===== src/rtl/mem_port_arbiter_pkg.sv =====
// ---------------------------------------------------------------------------
// mem_port_arbiter_pkg
//   Shared encodings for the memory-port arbiter: FSM state codes, owner
//   codes and the round-robin winner selection used at grant time.
//   No ports (package).
// ---------------------------------------------------------------------------
package mem_port_arbiter_pkg;

  // FSM state encoding. Plain 2-bit constants so the state register can be
  // probed or forced by legacy tools that do not understand enums.
  localparam logic [1:0] ST_IDLE  = 2'd0;
  localparam logic [1:0] ST_ISSUE = 2'd1;
  localparam logic [1:0] ST_WAIT  = 2'd2;
  localparam logic [1:0] ST_DONE  = 2'd3;

  // Owner of the transaction currently in flight.
  typedef logic owner_t;
  localparam owner_t OWN_CORE   = 1'b0;
  localparam owner_t OWN_LOADER = 1'b1;

  // Round-robin pick between the two requesters. A lone requester always
  // wins; on a tie the side that was not granted last time wins, which
  // gives strict alternation when both keep requesting.
  function automatic owner_t pick_winner(input logic   c_req,
                                         input logic   l_req,
                                         input owner_t last_gnt);
    owner_t win;
    if (c_req && l_req) begin
      win = (last_gnt == OWN_CORE) ? OWN_LOADER : OWN_CORE;
    end else if (c_req) begin
      win = OWN_CORE;
    end else begin
      win = OWN_LOADER;
    end
    return win;
  endfunction

endpackage


===== src/rtl/mem_port_arbiter_if.sv =====
// ---------------------------------------------------------------------------
// mem_port_arbiter_if
//   Bundles the three sides of the arbiter: core requester (c_*), loader
//   requester (l_*) and the memory macro (m_*), plus the busy flag.
//   Modports:
//     slave  - the arbiter's view (requests and m_rdata in; acks, read data,
//              busy and the memory command out)
//     master - the environment's view (requesters plus memory macro)
//   Parameters: AW address width, DW data width.
// ---------------------------------------------------------------------------
interface mem_port_arbiter_if #(
  parameter int AW = 32,
  parameter int DW = 32
);

  // core requester
  logic          c_req;
  logic          c_we;
  logic [AW-1:0] c_addr;
  logic [DW-1:0] c_wdata;
  logic          c_ack;
  logic [DW-1:0] c_rdata;

  // loader requester
  logic          l_req;
  logic          l_we;
  logic [AW-1:0] l_addr;
  logic [DW-1:0] l_wdata;
  logic          l_ack;
  logic [DW-1:0] l_rdata;

  // status
  logic          busy;

  // memory macro
  logic          m_en;
  logic          m_we;
  logic [AW-1:0] m_addr;
  logic [DW-1:0] m_wdata;
  logic [DW-1:0] m_rdata;

  modport slave (
    input  c_req, c_we, c_addr, c_wdata,
    output c_ack, c_rdata,
    input  l_req, l_we, l_addr, l_wdata,
    output l_ack, l_rdata,
    output busy,
    output m_en, m_we, m_addr, m_wdata,
    input  m_rdata
  );

  modport master (
    output c_req, c_we, c_addr, c_wdata,
    input  c_ack, c_rdata,
    output l_req, l_we, l_addr, l_wdata,
    input  l_ack, l_rdata,
    input  busy,
    input  m_en, m_we, m_addr, m_wdata,
    output m_rdata
  );

endinterface


===== src/rtl/mem_port_arbiter.sv =====
// ---------------------------------------------------------------------------
// mem_port_arbiter
//   Shares the single memory port between the core (fetch, LW/SW) and the
//   program loader / debug DMA. One transaction at a time: the winning
//   request is latched, strobed to memory for one cycle, the fixed read
//   latency is counted out, then the owner gets a one-cycle ack together
//   with its read data.
//
//   Ports:
//     clk  - clock, all state on the rising edge
//     rst  - asynchronous active-low reset
//     bus  - mem_port_arbiter_if.slave (c_*, l_*, busy, m_*)
//
//   Parameters:
//     AW, DW   address / data width (must match the interface instance)
//     MEM_LAT  cycles from m_en to valid m_rdata, >= 1
//
//   state | meaning
//   ------+-----------------------------------------------------------
//   IDLE  | no transaction; sample requests, latch the winner's fields
//   ISSUE | m_en high for this single cycle; load the latency counter
//   WAIT  | count down the remaining read latency
//   DONE  | ack the owner; capture m_rdata for reads
// ---------------------------------------------------------------------------
module mem_port_arbiter
  import mem_port_arbiter_pkg::*;
#(
  parameter int AW      = 32,
  parameter int DW      = 32,
  parameter int MEM_LAT = 2
) (
  input  logic                clk,
  input  logic                rst,
  mem_port_arbiter_if.slave   bus
);

  // Counter is sized to hold MEM_LAT-1 and only counts down to 1, so it
  // can never wrap.
  localparam int              CW        = $clog2(MEM_LAT + 1);
  localparam logic [CW-1:0]   CNT_LOAD  = CW'(MEM_LAT - 1);
  localparam logic [CW-1:0]   CNT_ONE   = CW'(1);

  // With a single-cycle memory there is nothing to wait for.
  localparam logic [1:0]      ST_AFTER_ISSUE = (MEM_LAT > 1) ? ST_WAIT : ST_DONE;

  logic [1:0]    state_q,    state_d;
  owner_t        owner_q,    owner_d;
  owner_t        last_gnt_q, last_gnt_d;
  logic          we_q,       we_d;
  logic [AW-1:0] addr_q,     addr_d;
  logic [DW-1:0] wdata_q,    wdata_d;
  logic [CW-1:0] cnt_q,      cnt_d;
  logic [DW-1:0] c_rdata_q,  c_rdata_d;
  logic [DW-1:0] l_rdata_q,  l_rdata_d;

  owner_t        winner;
  logic          any_req;
  logic          in_done;
  logic          c_done;
  logic          l_done;

  // -------------------------------------------------------------------------
  // Arbitration decision
  // -------------------------------------------------------------------------
  assign any_req = bus.c_req | bus.l_req;
  assign winner  = pick_winner(bus.c_req, bus.l_req, last_gnt_q);

  // -------------------------------------------------------------------------
  // Next-state logic
  // -------------------------------------------------------------------------
  always_comb begin
    state_d    = state_q;
    owner_d    = owner_q;
    last_gnt_d = last_gnt_q;
    we_d       = we_q;
    addr_d     = addr_q;
    wdata_d    = wdata_q;
    cnt_d      = cnt_q;
    c_rdata_d  = c_rdata_q;
    l_rdata_d  = l_rdata_q;

    case (state_q)
      ST_IDLE: begin
        if (any_req) begin
          // All request fields are frozen here; anything the requester
          // does afterwards has no effect on this transaction.
          owner_d    = winner;
          last_gnt_d = winner;
          if (winner == OWN_LOADER) begin
            we_d    = bus.l_we;
            addr_d  = bus.l_addr;
            wdata_d = bus.l_wdata;
          end else begin
            we_d    = bus.c_we;
            addr_d  = bus.c_addr;
            wdata_d = bus.c_wdata;
          end
          state_d = ST_ISSUE;
        end
      end

      ST_ISSUE: begin
        cnt_d   = CNT_LOAD;
        state_d = ST_AFTER_ISSUE;
      end

      ST_WAIT: begin
        if (cnt_q == CNT_ONE) begin
          state_d = ST_DONE;
        end
        if (cnt_q != '0) begin
          cnt_d = cnt_q - CNT_ONE;
        end
      end

      ST_DONE: begin
        // Writes leave the owner's read-data register untouched.
        if (!we_q) begin
          if (owner_q == OWN_LOADER) begin
            l_rdata_d = bus.m_rdata;
          end else begin
            c_rdata_d = bus.m_rdata;
          end
        end
        state_d = ST_IDLE;
      end

      default: begin
        state_d = ST_IDLE;
      end
    endcase
  end

  // -------------------------------------------------------------------------
  // State registers
  // -------------------------------------------------------------------------
  always_ff @(posedge clk or negedge rst) begin
    if (!rst) begin
      state_q    <= ST_IDLE;
      owner_q    <= OWN_CORE;
      // Loader counts as last granted so the core wins the first tie.
      last_gnt_q <= OWN_LOADER;
      we_q       <= 1'b0;
      addr_q     <= '0;
      wdata_q    <= '0;
      cnt_q      <= '0;
      c_rdata_q  <= '0;
      l_rdata_q  <= '0;
    end else begin
      state_q    <= state_d;
      owner_q    <= owner_d;
      last_gnt_q <= last_gnt_d;
      we_q       <= we_d;
      addr_q     <= addr_d;
      wdata_q    <= wdata_d;
      cnt_q      <= cnt_d;
      c_rdata_q  <= c_rdata_d;
      l_rdata_q  <= l_rdata_d;
    end
  end

  // -------------------------------------------------------------------------
  // Outputs
  // -------------------------------------------------------------------------
  // Strobes decode straight from the state register, so a reset drops them
  // in the same instant the state returns to IDLE.
  assign in_done = (state_q == ST_DONE);
  assign c_done  = in_done & (owner_q == OWN_CORE);
  assign l_done  = in_done & (owner_q == OWN_LOADER);

  assign bus.busy    = (state_q != ST_IDLE);
  assign bus.m_en    = (state_q == ST_ISSUE);
  assign bus.m_we    = (state_q == ST_ISSUE) & we_q;
  assign bus.m_addr  = addr_q;
  assign bus.m_wdata = wdata_q;

  assign bus.c_ack   = c_done;
  assign bus.l_ack   = l_done;

  // m_rdata is only valid during the DONE cycle, so the ack cycle forwards
  // it directly; the register then holds it until the owner's next read.
  assign bus.c_rdata = (c_done & ~we_q) ? bus.m_rdata : c_rdata_q;
  assign bus.l_rdata = (l_done & ~we_q) ? bus.m_rdata : l_rdata_q;

endmodule

===== src/flat_wrapper.sv =====
// flat-port wrapper written by rule: the top's interface ports become plain ports
module mem_port_arbiter_flat import mem_port_arbiter_pkg::*;
#(
  parameter int AW      = 32,
  parameter int DW      = 32,
  parameter int MEM_LAT = 2
)
  (clk, rst, bus_c_req, bus_c_we, bus_c_addr, bus_c_wdata, bus_c_ack, bus_c_rdata, bus_l_req, bus_l_we, bus_l_addr, bus_l_wdata, bus_l_ack, bus_l_rdata, bus_busy, bus_m_en, bus_m_we, bus_m_addr, bus_m_wdata, bus_m_rdata);
  mem_port_arbiter_if #(.AW(AW), .DW(DW)) bus_i ();
  input  logic clk;
  input  logic rst;
  input wire logic [$bits(bus_i.c_req)-1:0] bus_c_req;
  input wire logic [$bits(bus_i.c_we)-1:0] bus_c_we;
  input wire logic [$bits(bus_i.c_addr)-1:0] bus_c_addr;
  input wire logic [$bits(bus_i.c_wdata)-1:0] bus_c_wdata;
  output wire logic [$bits(bus_i.c_ack)-1:0] bus_c_ack;
  output wire logic [$bits(bus_i.c_rdata)-1:0] bus_c_rdata;
  input wire logic [$bits(bus_i.l_req)-1:0] bus_l_req;
  input wire logic [$bits(bus_i.l_we)-1:0] bus_l_we;
  input wire logic [$bits(bus_i.l_addr)-1:0] bus_l_addr;
  input wire logic [$bits(bus_i.l_wdata)-1:0] bus_l_wdata;
  output wire logic [$bits(bus_i.l_ack)-1:0] bus_l_ack;
  output wire logic [$bits(bus_i.l_rdata)-1:0] bus_l_rdata;
  output wire logic [$bits(bus_i.busy)-1:0] bus_busy;
  output wire logic [$bits(bus_i.m_en)-1:0] bus_m_en;
  output wire logic [$bits(bus_i.m_we)-1:0] bus_m_we;
  output wire logic [$bits(bus_i.m_addr)-1:0] bus_m_addr;
  output wire logic [$bits(bus_i.m_wdata)-1:0] bus_m_wdata;
  input wire logic [$bits(bus_i.m_rdata)-1:0] bus_m_rdata;
  assign bus_i.c_req = bus_c_req;
  assign bus_i.c_we = bus_c_we;
  assign bus_i.c_addr = bus_c_addr;
  assign bus_i.c_wdata = bus_c_wdata;
  assign bus_c_ack = bus_i.c_ack;
  assign bus_c_rdata = bus_i.c_rdata;
  assign bus_i.l_req = bus_l_req;
  assign bus_i.l_we = bus_l_we;
  assign bus_i.l_addr = bus_l_addr;
  assign bus_i.l_wdata = bus_l_wdata;
  assign bus_l_ack = bus_i.l_ack;
  assign bus_l_rdata = bus_i.l_rdata;
  assign bus_busy = bus_i.busy;
  assign bus_m_en = bus_i.m_en;
  assign bus_m_we = bus_i.m_we;
  assign bus_m_addr = bus_i.m_addr;
  assign bus_m_wdata = bus_i.m_wdata;
  assign bus_i.m_rdata = bus_m_rdata;
  mem_port_arbiter #(.AW(AW), .DW(DW), .MEM_LAT(MEM_LAT)) u_core (.clk(clk), .rst(rst), .bus(bus_i));
endmodule

===== config.mk =====
export PLATFORM = sky130hd
export DESIGN_NAME = mem_port_arbiter_flat
export DESIGN_NICKNAME = d
export VERILOG_FILES = /design/src/rtl/mem_port_arbiter_pkg.sv /design/src/rtl/mem_port_arbiter_if.sv /design/src/rtl/mem_port_arbiter.sv /design/src/flat_wrapper.sv
export SDC_FILE = /design/constraint.sdc
export NUM_CORES = 1
export LEC_CHECK = 0
export BUFFER_PORTS_ARGS = -buffer_cell sky130_fd_sc_hd__buf_4
export CAP_MARGIN = 20
export CORE_MARGIN = 1.5
export CORE_UTILIZATION = 53
export CTS_CLUSTER_SIZE = 8
export DETAILED_ROUTE_END_ITERATION = 8
export MAX_ROUTING_LAYER = met4
export PLACE_DENSITY_LB_ADDON = 0.15
export SLEW_MARGIN = 10
export SYNTH_ARGS = -nofsm -noshare
export SYNTH_HDL_FRONTEND = slang
export SYNTH_SLANG_ARGS = --single-unit
export TNS_END_PERCENT = 50

===== constraint.sdc =====
create_clock -name clk -period 3.8 [get_ports clk]
set_input_delay 0.76 -clock clk [delete_from_list [all_inputs] [get_ports clk]]
set_output_delay 0.76 -clock clk [all_outputs]
set_load 0.02 [all_outputs]

==> PnR_summary.wiki, run 1 <==
{| class="wikitable"
! Metric !! Value
|-
| Run status || finished, final reports clean
|-
| Share of cell area taken by muxes after synthesis || 26.3%
|-
| Largest net degree at the start of global routing || 98
|-
| Async S/R FF share, synth || 100%
|-
| Post-synthesis cell type with the largest combined area || sky130_fd_sc_hd__dfrtp_1
|-
| Maximum vdd drop || 0.433 mV
|-
| Clk pin slew, worst setup/hold paths || 60 ps
|-
| Worst min-delay path category || in -> async
|-
| Comb power frac || 52.7%
|-
| Peak fanout along the critical path || 22
|-
| Fraction of the cycle the final worst path needs || 84.3%
|-
| Vias per inst || 5.56
|-
| Buffers inserted by post-CTS timing repair || 0
|-
| Worst rel slew slack || 37.4%
|-
| Setup total negative slack || 0 ps
|-
| Rows || 42
|-
| Detailed Place HPWL || 13600 um
|-
| Antenna diode instance count || 0
|-
| Critical path class || reg -> out
|-
| Final weighted congestion in routability-driven placement || 0.866
|-
| Count of pins on the block boundary || 299
|-
| Synth Area in Compound Gates || 10.8%
|-
| Maximum clock insertion buffer count || 2
|-
| Cts repair resizes || 0
|-
| Post-placement worst setup slack || 1040 ps
|-
| Post-Synth Simple-Gate Area || 8.81%
|-
| First-pass GRT wire length || 31600 um
|-
| Power density of the placed cells || 926 nW/um^2
|-
| Commonest register cell after synthesis || sky130_fd_sc_hd__dfrtp_1
|-
| Number of standard cells after synthesis || 614
|-
| Least-Margin Pin Slew || 939 ps
|-
| Clock network power share || 19.0%
|-
| Dominant combinational cell family by area after synthesis || multiplexers
|-
| Max-cap violations || 0
|-
| Number of clock sinks || 135
|-
| Combined global-route utilization of all metal layers || 29.0%
|-
| Mapped Nets || 786
|-
| Starting Density || 54.6%
|-
| R2R Setup Slk || 1640 ps
|-
| Total internal power || 5.84 mW
|-
| Endpoints failing hold || 0
|-
| Min setup slack post-route || 597 ps
|-
| Post-Route WL || 20000 um
|-
| Worst clock skew on the final layout || 8.27 ps
|-
| Slowest stage cell, crit path || sky130_fd_sc_hd__dfrtp_1
|-
| Most common cell in the synthesized netlist || sky130_fd_sc_hd__dfrtp_1
|-
| Horizontal extent of the die || 120 um
|-
| Full die area || 14400 um^2
|-
| Highest clock frequency the design can meet || 312 MHz
|-
| Most used standard cells in the synthesized netlist || sky130_fd_sc_hd__dfrtp_1, sky130_fd_sc_hd__mux2_4, sky130_fd_sc_hd__a31oi_1, sky130_fd_sc_hd__nor2_1, sky130_fd_sc_hd__nand3_1
|-
| Leakage power || 4.89 nW
|-
| Final nets || 1056
|-
| CP dominant cell by count || sky130_fd_sc_hd__buf_4
|-
| Biggest cell delay along the critical path || 410 ps
|-
| Number of H-tree branching levels || 4
|-
| Share of synthesized cell area in full adder, half adder and majority cells || 1.03%
|-
| Fin. max-slew vios || 0
|-
| Count of input and output buffers || 298
|-
| WL/cell || 18.7 um
|-
| Worst EP arrival || 2440 ps
|-
| Clock root buffer || sky130_fd_sc_hd__clkbuf_16
|-
| EDFF count, synth || 0
|-
| Post-Syn Area per Cell || 11.8 um^2
|-
| Count of fill cells added during filler insertion || 897
|-
| Number of hold buffers added after cts || 0
|-
| Synthesis-to-finish area growth || 38.5%
|-
| RSZ-0062 raised after global routing || false
|-
| Fraction of power spent switching nets || 37.4%
|-
| Switching power || 3.48 mW
|-
| Initial antenna violation count || 0
|-
| Flop and latch count out of synthesis || 135
|-
| Yosys warning total || 0
|-
| Vias in the first global route || 6164
|-
| Via Count || 5961
|-
| Fraction of post-synthesis cell area in the top cell type by area || 46.2%
|-
| Die Y-Extent || 120 um
|-
| Initial DRC Count || 391
|-
| Leading cell types by total area after synthesis || sky130_fd_sc_hd__dfrtp_1, sky130_fd_sc_hd__mux2_4, sky130_fd_sc_hd__a31oi_1
|-
| Number of clock buffers inserted by TritonCTS || 17
|-
| Share of layout cells above drive strength 1 || 52.1%
|-
| Xor and xnor fraction of the mapped netlist area || 0%
|-
| First-pass DRT Iterations || 5
|-
| Flop pwr share || 28.2%
|-
| Antenna-violating nets left || 0
|-
| CTS tree || done
|-
| Post-synthesis instance area || 7260 um^2
|-
| Element type at the critical path start || flop
|-
| DRC Markers || 0
|-
| Storage cell area || 3380 um^2
|-
| Total of endpoints with negative setup slack in the final report || 0
|-
| Tmin final || 3200 ps
|-
| Critical path cell sequence || ha_1 > and2_2 > nand2b_4 > buf_4 > mux2_4 > buf_4
|-
| Required time of the critical path || 3040 ps
|-
| Clock insertion delay at the later pin of the skew report || 420 ps
|-
| CP endpoint kind || output port
|-
| Sequential fraction of the synthesis area || 46.5%
|-
| Area taken by multi-input logic gates || 3430 um^2
|-
| Number of unique standard cell types used by synthesis || 30
|-
| Grt ovf || 0
|-
| Placeable core region || 13300 um^2
|}
-- layer usage --
layer / global-route usage [%] / wire length (um)
met1: 34.3 / 7940
met2: 47.5 / 10100
met3: 5.61 / 1200
met4: 14.6 / 835
met5: - / 0
-- power groups by stage --
stage               registers (mW)  logic (mW)  clock network [mW]
finish                        2.63        4.91                1.77
global route                  2.70        5.22                1.86
CTS                           2.63        4.95                1.80
detailed placement            2.63        4.92                   0
global placement              2.58        4.81                   0
floorplan                     2.94        2.86                   0
-- cells in the final DEF, fill, tap and decap left out, drive strengths merged, types with 2 or more instances in the layout --
master,instances
and2,2
bufinv,4
a31oi,67
o21ai,65
nand3,65
clkbuf,23
dfrtp,134
inv,8
mux2,129
buf,309
nand2b,2
clkinv,5
ha,6
nor2b,3
nor2,67
-- path summary, 6_finish.rpt --
path                                 startpoint                   end  cells after the start
max in group asynchronous                   rst     u_core.last_gnt_q                      2
min in group clk           u_core.c_rdata_q[13]  u_core.c_rdata_q[13]                      1
max reg2reg                   u_core.state_q[0]   u_core.l_rdata_q[1]                      6
min reg2reg                u_core.c_rdata_q[13]  u_core.c_rdata_q[13]                      1
max                           u_core.state_q[0]        bus_l_rdata[1]                      6
min                                         rst   u_core.c_rdata_q[5]                      1
-- critical path: cells and delay by family, from the launching register on --
family,cells,cell delay (ps)
buf+inv,2,500
simple gates,2,570
flops,1,410
mux,1,330
fa+ha+maj,1,210
-- state kept, by name, indices dropped and copies added, names as in the netlist --
name / cells
u_core.bus.m_addr: 32
u_core.bus.m_wdata: 32
u_core.c_rdata_q: 32
u_core.l_rdata_q: 32
u_core.cnt_q: 2
u_core.state_q: 2
u_core.last_gnt_q: 1
u_core.owner_q: 1
u_core.we_q: 1
-- through the flow --
stage | power [mW] | area [um^2] | utilization, % | std cells | hold WS, ps
after global placement | 7.39 | 9420 | 70.9 | 1041 | 477
final | 9.31 | 10100 | 75.6 | 1073 | 433
after CTS | 9.37 | 10100 | 75.6 | 1073 | 472
after detailed placement | 7.55 | 9420 | 70.9 | 1041 | 480
after floorplan | 5.80 | 7260 | - | 614 | 458
after global routing | 9.78 | 10100 | 75.6 | 1073 | 497
-- cell type report --
| type | instances | share of cell area (%) |
|---|---|---|
| clock inverter | 9 | 1.44 |
| timing repair buffer | 309 | 23.5 |
| clock buffer | 23 | 4.85 |
| multi-input combinational | 413 | 34.1 |
| inverter | 8 | 0.299 |
| tap | 176 | 2.19 |
| sequential | 135 | 33.6 |
-- cell families (layout without fill, tap and decap cells) --
kind of cell,Yosys count,count (layout)
fa+ha+maj,6,6
simple gates,140,140
compound gates,137,137
flops,135,135
buf+inv,66,349
mux,130,130
Note: power is estimated with default switching activity, not from simulation.
==> inputs of run 2 (changes only) <==
ABC_AREA = 1   (was default)
CORE_UTILIZATION = 48   (was 53)
clock period = 3.1 ns   (was 3.8 ns; I/O delays follow)
==> run 2 against run 1 <==
Die area increased by 2.8%. Count of clock-buffer cells in the layout shrank 5. Utilization down 5.1 points. Synthesized area decreased by 6.8%. Setup slack worse by 200 ps. Power is 13% higher. Non-clock buffer count up 2. Combinational power up 9.6%. Final cell count is 29% higher. Via count grew 11%. Critical path type unchanged. Largest cell class is now sequential cells.
==> PnR_summary.wiki, run 2 <==
{| class="wikitable"
! Metric !! Value
|-
| Total of endpoints with negative setup slack in the final report || 0 (unchanged)
|-
| CP endpoint kind || output port (unchanged)
|-
| Number of hold buffers added after cts || 0 (unchanged)
|-
| Setup total negative slack || 0 ps (unchanged)
|-
| Post-Synth Simple-Gate Area || 25.2% (was 8.81%)
|-
| Post-synthesis instance area || 6770 um^2 (was 7260 um^2)
|-
| Yosys warning total || 0 (unchanged)
|-
| Dominant combinational cell family by area after synthesis || simple AND/OR/NAND/NOR gates (was multiplexers)
|-
| Critical path cell sequence || ha_1 > inv_1 > nor2_2 > nand2_4 > buf_4 > nand2_1 > o21ai_1 > buf_4 (was ha_1 > and2_2 > nand2b_4 > buf_4 > mux2_4 > buf_4)
|-
| First-pass GRT wire length || 28600 um (was 31600 um)
|-
| Crit-path leading delay family || buffers and inverters (was simple AND/OR/NAND/NOR gates)
|-
| Final nets || 1363 (was 1056)
|-
| Leading cell types by total area after synthesis || sky130_fd_sc_hd__dfrtp_1, sky130_fd_sc_hd__nand2_1, sky130_fd_sc_hd__nand3_1 (was sky130_fd_sc_hd__dfrtp_1, sky130_fd_sc_hd__mux2_4, sky130_fd_sc_hd__a31oi_1)
|-
| Most used standard cells in the synthesized netlist || sky130_fd_sc_hd__nand2_1, sky130_fd_sc_hd__inv_1, sky130_fd_sc_hd__dfrtp_1, sky130_fd_sc_hd__nand3_1, sky130_fd_sc_hd__o21ai_0 (was sky130_fd_sc_hd__dfrtp_1, sky130_fd_sc_hd__mux2_4, sky130_fd_sc_hd__a31oi_1, sky130_fd_sc_hd__nor2_1, sky130_fd_sc_hd__nand3_1)
|-
| Biggest cell delay along the critical path || 410 ps (about the same)
|-
| Fraction of post-synthesis cell area in the top cell type by area || 49.6% (was 46.2%)
|-
| Vias per inst || 4.79 (was 5.56)
|-
| Initial DRC Count || 416 (was 391)
|-
| Worst clock skew on the final layout || 12.4 ps (was 8.27 ps)
|-
| Met2 track utilization from global routing || 41.5% (was 47.5%)
|-
| Starting Density || 48.9% (was 54.6%)
|-
| Number of clock buffers inserted by TritonCTS || 17 (unchanged)
|-
| Element type at the critical path start || flop (unchanged)
|-
| Via Count || 6625 (was 5961)
|-
| Min setup slack post-route || 393 ps (was 597 ps)
|-
| Combined global-route utilization of all metal layers || 25.5% (was 29.0%)
|-
| Leading cell type in the layout, fill and taps excluded || sky130_fd_sc_hd__buf_4 (unchanged)
|-
| First-pass DRT Iterations || 4 (was 5)
|-
| Post-placement worst setup slack || 541 ps (was 1040 ps)
|-
| Placeable core region || 13800 um^2 (was 13300 um^2)
|-
| Worst min-delay path category || in -> async (unchanged)
|-
| Clock root buffer || sky130_fd_sc_hd__clkbuf_16 (unchanged)
|-
| Max-cap violations || 0 (unchanged)
|-
| Endpoints failing hold || 0 (unchanged)
|-
| Most common cell in the synthesized netlist || sky130_fd_sc_hd__nand2_1 (was sky130_fd_sc_hd__dfrtp_1)
|-
| CP dominant cell by count || sky130_fd_sc_hd__buf_4 (unchanged)
|-
| Met3 usage || 6.74% (was 5.61%)
|-
| Sequential fraction of the synthesis area || 50.0% (was 46.5%)
|-
| Grt ovf || 0 (unchanged)
|-
| Final weighted congestion in routability-driven placement || 0.799 (was 0.866)
|-
| Number of unique standard cell types used by synthesis || 19 (was 30)
|-
| EDFF count, synth || 0 (unchanged)
|-
| Highest clock frequency the design can meet || 369 MHz
|-
| Global-route track usage on met1 || 30.5% (was 34.3%)
|-
| Tmin final || 2710 ps
|-
| Busiest layer in global routing || met2 (unchanged)
|-
| Fin. max-slew vios || 0 (unchanged)
|-
| Initial antenna violation count || 0 (unchanged)
|-
| Synth Area in Compound Gates || 9.99% (was 10.8%)
|-
| Maximum clock insertion buffer count || 2 (unchanged)
|-
| Least-Margin Pin Slew || 526 ps (was 939 ps)
|-
| Synthesis-to-finish area growth || 44.2% (was 38.5%)
|-
| Maximum vdd drop || 0.439 mV (was 0.433 mV)
|-
| Share of cell area taken by muxes after synthesis || 0% (was 26.3%)
|-
| Critical path class || reg -> out (unchanged)
|-
| Leakage power || 5.71 nW (was 4.89 nW)
|-
| Worst hold-check slack || 170 ps (was 433 ps)
|-
| CTS tree || done (unchanged)
|-
| Largest net degree at the start of global routing || 97 (was 98)
|-
| Power density of the placed cells || 1080 nW/um^2 (was 926 nW/um^2)
|-
| Vias in the first global route || 5843 (was 6164)
|-
| Number of clock sinks || 135 (unchanged)
|-
| Slowest stage cell, crit path || sky130_fd_sc_hd__dfrtp_1 (unchanged)
|-
| Worst rel slew slack || 64.9% (was 37.4%)
|-
| Worst EP arrival || 2090 ps (was 2440 ps)
|-
| Clk pin slew, worst setup/hold paths || 60 ps (about the same)
|-
| Run status || finished, final reports clean (unchanged)
|-
| Full die area || 14800 um^2 (was 14400 um^2)
|-
| Commonest register cell after synthesis || sky130_fd_sc_hd__dfrtp_1 (unchanged)
|-
| Die Y-Extent || 122 um (was 120 um)
|-
| Leading cell types in the layout, fill and taps excluded || sky130_fd_sc_hd__buf_4, sky130_fd_sc_hd__nand2_1, sky130_fd_sc_hd__inv_1 (was sky130_fd_sc_hd__buf_4, sky130_fd_sc_hd__dfrtp_1, sky130_fd_sc_hd__mux2_4)
|-
| Rows || 43 (was 42)
|-
| Path length in cells of the critical path || 8 (was 6)
|-
| WL/cell || 13.3 um (was 18.7 um)
|-
| Buffers inserted by post-CTS timing repair || 0 (unchanged)
|-
| Async S/R FF share, synth || 100% (unchanged)
|-
| Horizontal extent of the die || 122 um (was 120 um)
|-
| Peak fanout along the critical path || 54 (was 22)
|-
| Clock insertion delay at the later pin of the skew report || 410 ps (was 420 ps)
|-
| Post-Route WL || 18400 um (was 20000 um)
|-
| Detailed Place HPWL || 13000 um (was 13600 um)
|-
| Antenna diode instance count || 0 (unchanged)
|-
| Xor and xnor fraction of the mapped netlist area || 0% (unchanged)
|-
| Share of layout cells above drive strength 1 || 29.3% (was 52.1%)
|-
| Count of input and output buffers || 298 (unchanged)
|-
| Antenna-violating nets left || 0 (unchanged)
|-
| Buffers & Inverters on Critical Path || 3 (was 2)
|-
| Required time of the critical path || 2480 ps (was 3040 ps)
|-
| Number of H-tree branching levels || 4 (unchanged)
|-
| Number of standard cells after synthesis || 916 (was 614)
|-
| Mapped Nets || 1088 (was 786)
|-
| Cts repair resizes || 0 (unchanged)
|-
| Post-Syn Area per Cell || 7.39 um^2 (was 11.8 um^2)
|-
| DRC Markers || 0 (unchanged)
|-
| Flop and latch count out of synthesis || 135 (unchanged)
|-
| Count of pins on the block boundary || 299 (unchanged)
|-
| RSZ-0062 raised after global routing || false (unchanged)
|-
| Post-synthesis cell type with the largest combined area || sky130_fd_sc_hd__dfrtp_1 (unchanged)
|-
| Worst R2R Path Depth || 6 (unchanged)
|-
| Share of synthesized cell area in full adder, half adder and majority cells || 1.11% (was 1.03%)
|-
| R2R Setup Slk || 1230 ps (was 1640 ps)
|-
| Fraction of the cycle the final worst path needs || 87.3%
|}
==> run 2: cell count changes in the layout (fill, tap and decap cells not counted), sizes merged, moves of 3 or more <==
| cell | delta |
|---|---|
| nand3 | +67 |
| inv | +173 |
| clkbuf | -5 |
| o21ai | +66 |
| nor2b | -3 |
| nor2 | -65 |
| mux2 | -129 |
| a31oi | -67 |
| nand2 | +274 |
==> run 2: logic make-up after synthesis <==
| family | count (synthesis) |
|---|---|
| AOI/OAI and AO/OA | 134 |
| DFF | 135 |
| adders and majority gates | 6 |
| buffers and inverters | 232 |
| and+or+nand+nor | 409 |
==> run 2: per-stage QoR <==
| stage | utilization, % | power, mW | instance area, um^2 | instances |
|---|---|---|---|---|
| floorplan | - | 6.15 | 6770 | 916 |
| global placement | 65.8 | 8.34 | 9100 | 1351 |
| detailed placement | 65.8 | 8.44 | 9100 | 1351 |
| CTS | 70.4 | 10.6 | 9730 | 1382 |
| global route | 70.6 | 11.3 | 9760 | 1383 |
| finish | 70.6 | 10.6 | 9760 | 1383 |
==> run 2: path summary, 6_finish.rpt <==
kind,to,start
max,bus_c_rdata[18],u_core.state_q[1]
min,u_core.c_rdata_q[10],rst
max reg2reg,u_core.bus.m_addr[3],u_core.last_gnt_q
min reg2reg,u_core.c_rdata_q[2],u_core.c_rdata_q[2]
max in group asynchronous,u_core.c_rdata_q[9],rst
min in group clk,u_core.c_rdata_q[2],u_core.c_rdata_q[2]
==> run 2: final cells by class <==
class                           count  area (um^2)
Timing Repair Buffer              311         2380
Clock buffer                       18          439
Clock inverter                     13          193
Inverter                          177          664
Fill cell                        1178         4070
Multi-Input combinational cell    549         2480
Sequential cell                   135         3380
Tap cell                          180          225
==> run 2: layer usage <==
metal	wire length [um]	up-vias
met5	0	-
met2	9040	252
met1	7510	2975
met3	1400	31
met4	435	0
li1	-	3367
==> run 2: power breakdown <==
group | switching (mW) | total, mW | leakage [nW] | internal (mW)
logic | 3.28 | 5.38 | 3.77 | 2.10
clock network | 0.770 | 2.14 | 0.304 | 1.37
registers | 0.378 | 3.04 | 1.64 | 2.67
